--- src/rtl/mem_ctrl_pkg.sv ---
// Shared types and defaults for the MEM-stage SRAM controller.
// State encoding and SRAM geometry constants.
package mem_ctrl_pkg;

  typedef enum logic [1:0] {
    IDLE,
    LO,
    HI,
    DONE
  } sram_state_t;

  localparam int unsigned ADDR_BASE = 1024;
  localparam int SRAM_DW = 16;

endpackage

--- src/rtl/mem_sram_ctrl.sv ---
// MEM-stage controller: one 32-bit load/store becomes two
// sequenced 16-bit SRAM accesses, low half first.
module mem_sram_ctrl #(
  parameter int unsigned ADDR_BASE = mem_ctrl_pkg::ADDR_BASE,
  parameter int SRAM_AW = 18,
  parameter int WAIT_CYCLES = 2
) (
  input  logic                              clk,
  input  logic                              rst,
  input  logic                              rd_en,
  input  logic                              wr_en,
  input  logic [31:0]                       address,
  input  logic [31:0]                       write_data,
  output logic [31:0]                       read_data,
  output logic                              ready,
  output logic [SRAM_AW-1:0]                sram_addr,
  output logic [mem_ctrl_pkg::SRAM_DW-1:0]  sram_dq_out,
  input  logic [mem_ctrl_pkg::SRAM_DW-1:0]  sram_dq_in,
  output logic                              sram_dq_oe,
  output logic                              sram_we_n
);

  import mem_ctrl_pkg::*;

  localparam int CW = $clog2(WAIT_CYCLES + 1);
  localparam logic [CW-1:0] LAST = CW'(WAIT_CYCLES - 1);

  sram_state_t r_state;
  sram_state_t w_next;

  logic [CW-1:0]        r_cnt;
  logic [CW-1:0]        w_cnt_nx;
  logic                 r_wr;
  logic [31:0]          r_addr;
  logic [31:0]          r_wdata;
  logic [31:0]          r_rdata;
  logic [SRAM_AW-1:0]   r_sram_addr;
  logic [SRAM_DW-1:0]   r_dq_out;
  logic                 r_oe;
  logic                 r_we_n;

  logic                 w_req;
  logic                 w_last;
  logic                 w_bus_wr;
  logic                 w_phase;
  logic [31:0]          w_addr_src;
  logic [31:0]          w_wd_src;
  logic [31:0]          w_off;
  logic [SRAM_AW-2:0]   w_hw_base;
  logic                 w_unused;

  assign w_req  = rd_en | wr_en;
  assign w_last = (r_cnt == LAST);

  // In IDLE the bus is set up from the live request, later from the latch
  assign w_addr_src = (r_state == IDLE) ? address : r_addr;
  assign w_wd_src   = (r_state == IDLE) ? write_data : r_wdata;
  assign w_bus_wr   = (r_state == IDLE) ? wr_en : r_wr;

  assign w_off     = w_addr_src - ADDR_BASE;
  assign w_hw_base = w_off[SRAM_AW:2];
  assign w_unused  = ^{w_off[31:SRAM_AW+1], w_off[1:0]};
  assign w_phase   = (w_next == LO) || (w_next == HI);

  assign ready = (r_state == IDLE) ? ~w_req : (r_state == DONE);

  assign read_data   = r_rdata;
  assign sram_addr   = r_sram_addr;
  assign sram_dq_out = r_dq_out;
  assign sram_dq_oe  = r_oe;
  assign sram_we_n   = r_we_n;

  always_comb begin
    w_next   = r_state;
    w_cnt_nx = r_cnt;
    unique case (r_state)
      IDLE: begin
        if (w_req) begin
          w_next   = LO;
          w_cnt_nx = '0;
        end
      end
      LO: begin
        if (w_last) begin
          w_next   = HI;
          w_cnt_nx = '0;
        end else begin
          w_cnt_nx = r_cnt + CW'(1);
        end
      end
      HI: begin
        if (w_last) begin
          w_next   = DONE;
          w_cnt_nx = '0;
        end else begin
          w_cnt_nx = r_cnt + CW'(1);
        end
      end
      DONE: begin
        w_next = IDLE;
      end
      default: begin
        w_next   = IDLE;
        w_cnt_nx = '0;
      end
    endcase
  end

  always_ff @(posedge clk or negedge rst) begin
    if (!rst) begin
      r_state     <= IDLE;
      r_cnt       <= '0;
      r_wr        <= 1'b0;
      r_addr      <= '0;
      r_wdata     <= '0;
      r_rdata     <= '0;
      r_sram_addr <= '0;
      r_dq_out    <= '0;
      r_oe        <= 1'b0;
      r_we_n      <= 1'b1;
    end else begin
      r_state <= w_next;
      r_cnt   <= w_cnt_nx;
      if (r_state == IDLE && w_req) begin
        r_wr    <= wr_en;
        r_addr  <= address;
        r_wdata <= write_data;
      end
      if (r_state == LO && w_last && !r_wr)
        r_rdata[15:0] <= sram_dq_in;
      if (r_state == HI && w_last && !r_wr)
        r_rdata[31:16] <= sram_dq_in;
      // Bus pins are registered against the state being entered
      r_oe   <= 1'b0;
      r_we_n <= 1'b1;
      if (w_phase) begin
        r_sram_addr <= {w_hw_base, (w_next == HI)};
        r_oe        <= w_bus_wr;
        r_we_n      <= ~w_bus_wr;
        if (w_bus_wr)
          r_dq_out <= (w_next == HI) ? w_wd_src[31:16]
                                     : w_wd_src[15:0];
      end
    end
  end

endmodule

--- config.mk ---
export PLATFORM = sky130hd
export DESIGN_NAME = mem_sram_ctrl
export DESIGN_NICKNAME = d
export VERILOG_FILES = /design/src/rtl/mem_ctrl_pkg.sv /design/src/rtl/mem_sram_ctrl.sv
export SDC_FILE = /design/constraint.sdc
export NUM_CORES = 1
export LEC_CHECK = 0
export ABC_AREA = 0
export ABC_CLOCK_PERIOD_IN_PS = 7550
export CAP_MARGIN = 20
export CELL_PAD_IN_SITES_DETAIL_PLACEMENT = 1
export CELL_PAD_IN_SITES_GLOBAL_PLACEMENT = 1
export CORE_ASPECT_RATIO = 0.75
export CORE_MARGIN = 2
export CORE_UTILIZATION = 40
export CTS_BUF_LIST = sky130_fd_sc_hd__clkbuf_4 sky130_fd_sc_hd__clkbuf_8
export DETAILED_ROUTE_END_ITERATION = 6
export PLACE_DENSITY_LB_ADDON = 0.25
export SYNTH_ARGS = -nofsm -noshare
export SYNTH_HDL_FRONTEND = slang
export SYNTH_SLANG_ARGS = --single-unit
export TNS_END_PERCENT = 100
--- constraint.sdc ---
create_clock -name clk -period 7.55 [get_ports clk]
set_clock_uncertainty 0.2 [all_clocks]
set_input_delay 1.51 -clock clk [delete_from_list [all_inputs] [get_ports clk]]
set_output_delay 1.51 -clock clk [all_outputs]
set_load 0.03 [all_outputs]
==> impl_metrics.json <==
{
  "drt_iter0_drc": 129,
  "slowest_stage": "clkdlybuf4s50_1",
  "grt_overflow_total": 0,
  "r2r_start": "r_state[0]",
  "synth-main-ff-cell": "dfrtp_1",
  "hp-class": "reg2reg",
  "fmax_ghz": 0.2040,
  "critPathCaptureType": "output pin",
  "worstPathCellList": "clkdlybuf4s50_1 -> nor2_1 -> nand2_1 -> o21ai_0 -> clkdlybuf4s50_1",
  "crit_path_end": "ready",
  "required_ns": 5.84,
  "grt_pass1_vias": 3974,
  "pwr_density_cell_nw_per_um2": 536.0,
  "clock_path_buffers": 2,
  "die_x_um": 138.4,
  "boundaryPins": 153,
  "ctsResizeCount": 0,
  "io_buffers": 137,
  "slew_headroom": 0.3129,
  "cp_max_fo": 3,
  "p_leak_uw": 0.003027,
  "synth-seq-cells": 122,
  "gr-usage-met1": 0.2434,
  "worstSetupPathType": "in2out",
  "timing.critical_path.from": "rd_en",
  "final_max_slew_viol_count": 0,
  "layout_setup_ws_ns": 2.647,
  "grtUsageMet3": 0.06691,
  "fp.coreArea_um2": 13110,
  "synth_top_area_frac": 0.5588,
  "die_area_um2": 14500,
  "path_buf_inv": 2,
  "max-cap-violations": 0,
  "dpl.cell_count": 663,
  "cts_num_sinks": 122,
  "viasPerCell": 5.088,
  "synth_area_per_cell_um2": 14.65,
  "tightestPinTransition_ns": 1.030,
  "drt-total-wl_um": 12830,
  "synth_area_leader_cell": "dfrtp_1",
  "antenna_found_initial": 0,
  "layout_commonest_cell": "clkdlybuf4s50_1",
  "final_cell_mix": "clkdlybuf4s50_1, dfrtp_1, mux2_2",
  "busiest_layer": "met2",
  "dp_slack_ns": 2.530,
  "fin_crit_sh": 0.6494,
  "grt_util_met2": 0.3059,
  "cp_data_arrival_time_ns": 3.19,
  "design_area_um2": 7347,
  "grt_pass1_wl_um": 21420,
  "reg2reg_slack_ns": 3.68,
  "rsz0062_at_grt": "no",
  "utilization": 0.5605,
  "die_h_um": 104.8,
  "root_buffer": "clkbuf_8",
  "fin_crit_ns": 4.903,
  "syn_nets": 460,
  "synth_async_sr_flop_share": 1.000,
  "cp_top_family": "buffers and inverters",
  "ys_seq_area_frac": 0.5636,
  "grt_max_degree": 70,
  "synth_edf_count": 0,
  "synth_cells": 370,
  "syn_area_um2": 5419,
  "grt.total_usage": 0.1928,
  "cts_setup_buffers": 0,
  "drive_gt1_frac": 0.3162,
  "r2r-end": "sram_dq_out[10]",
  "num_antenna_cells": 0,
  "drc": 0,
  "area_delta_synth_final_pct": 35.58,
  "gp_congestion": 0.7624,
  "setup_viol": 0,
  "routedWlPerCell_um": 18.44,
  "ir_worst_vdd_uv": 292.4,
  "insertion_delay_ns": 0.45,
  "fin_tns_setup_ns": 0,
  "numCtsBuffers": 17,
  "dp_hpwl_um": 8755,
  "h-tree-depth": 4,
  "ys_types": 44,
  "r2r_cells": 8,
  "status": "completed",
  "drtAntennaViolNets": 0,
  "crit_top_cell": "clkdlybuf4s50_1",
  "hold_buffers": 0,
  "start_util": 0.4134,
  "clkTransAtPathRegs_ns": 0.06,
  "synth_area_leaders": "dfrtp_1, mux2_2, mux4_2, mux2i_1, o21ai_0",
  "yosysWarnings": 0,
  "tritoncts": "yes",
  "cp_num_cells": 5,
  "dr_total_vias": 3541,
  "nets": 602,
  "firstDrtPassIters": 4,
  "hold_viol": 0,
  "placed_cell_area_um2": 6937,
  "final_cells": 696,
  "worstSetupStartpointType": "input pin",
  "std_cell_rows": 36,
  "max_stage_delay_ns": 0.71
}
## worst min path at each step
| stage | from | endpoint | slack, ns | cells past startpoint |
|---|---|---|---|---|
| after floorplan | r_cnt[1] | r_cnt[1] | 0.25 | 1 |
| after global placement | sram_addr[9] | sram_addr[9] | 0.26 | 2 |
| after detailed placement | sram_addr[9] | sram_addr[9] | 0.27 | 2 |
| after CTS | r_cnt[1] | r_cnt[1] | 0.29 | 1 |
| after global routing | read_data[30] | read_data[30] | 0.32 | 1 |
| final | r_cnt[1] | r_cnt[1] | 0.29 | 1 |
## cell families after synthesis
kind of cell | after synthesis | synth area share
compound gates | 36 | 0.04387
flops | 122 | 0.5636
xor+xnor | 3 | 0.004850
mux | 132 | 0.3041
buf+inv | 26 | 0.02563
simple gates | 45 | 0.04410
fa+ha+maj | 6 | 0.01385
## cells in the mapped netlist (all sizes together), types with 4 or more instances
cell type  count
nor2           7
o21ai         17
a21oi          7
clkbuf         4
nand2         20
dfrtp        121
ha             6
mux2i         15
mux4          16
inv            6
mux2         101
buf           16
## state kept, by name (all words and copies together) (netlist names)
signal / flops
r_wdata: 32
read_data: 32
sram_addr: 18
r_addr: 17
sram_dq_out: 16
r_cnt: 2
r_state: 2
r_wr: 1
sram_dq_oe: 1
sram_we_n: 1
## power by group
group	internal [µW]	switching, µW
logic	1070	1110
registers	1010	181
clock network	316	252
## stage by stage
step,hold WS [ns],power [µW]
after floorplan,0.2487,2651
after global placement,0.2587,3259
after detailed placement,0.2745,3355
after CTS,0.2906,3950
after global routing,0.3200,4213
final,0.2868,3938
## layout make-up
cell class,instances,area (µm²)
fillers,1310,5761
flip-flops and latches,122,3054
multi-input cells,222,2240
repair buffers,143,1434
clock buffers,23,285.3
well taps,171,214.0
clock inverters,9,97.59
inverters,6,22.52
## metal layers
| metal | vias up | wire [µm] |
|---|---|---|
| met2 | 85 | 6258 |
| met5 | - | 0 |
| met4 | 0 | 189 |
| li1 | 1629 | - |
| met1 | 1810 | 5593 |
| met3 | 17 | 792 |
No activity file was read; power rests on OpenSTA's default activity.
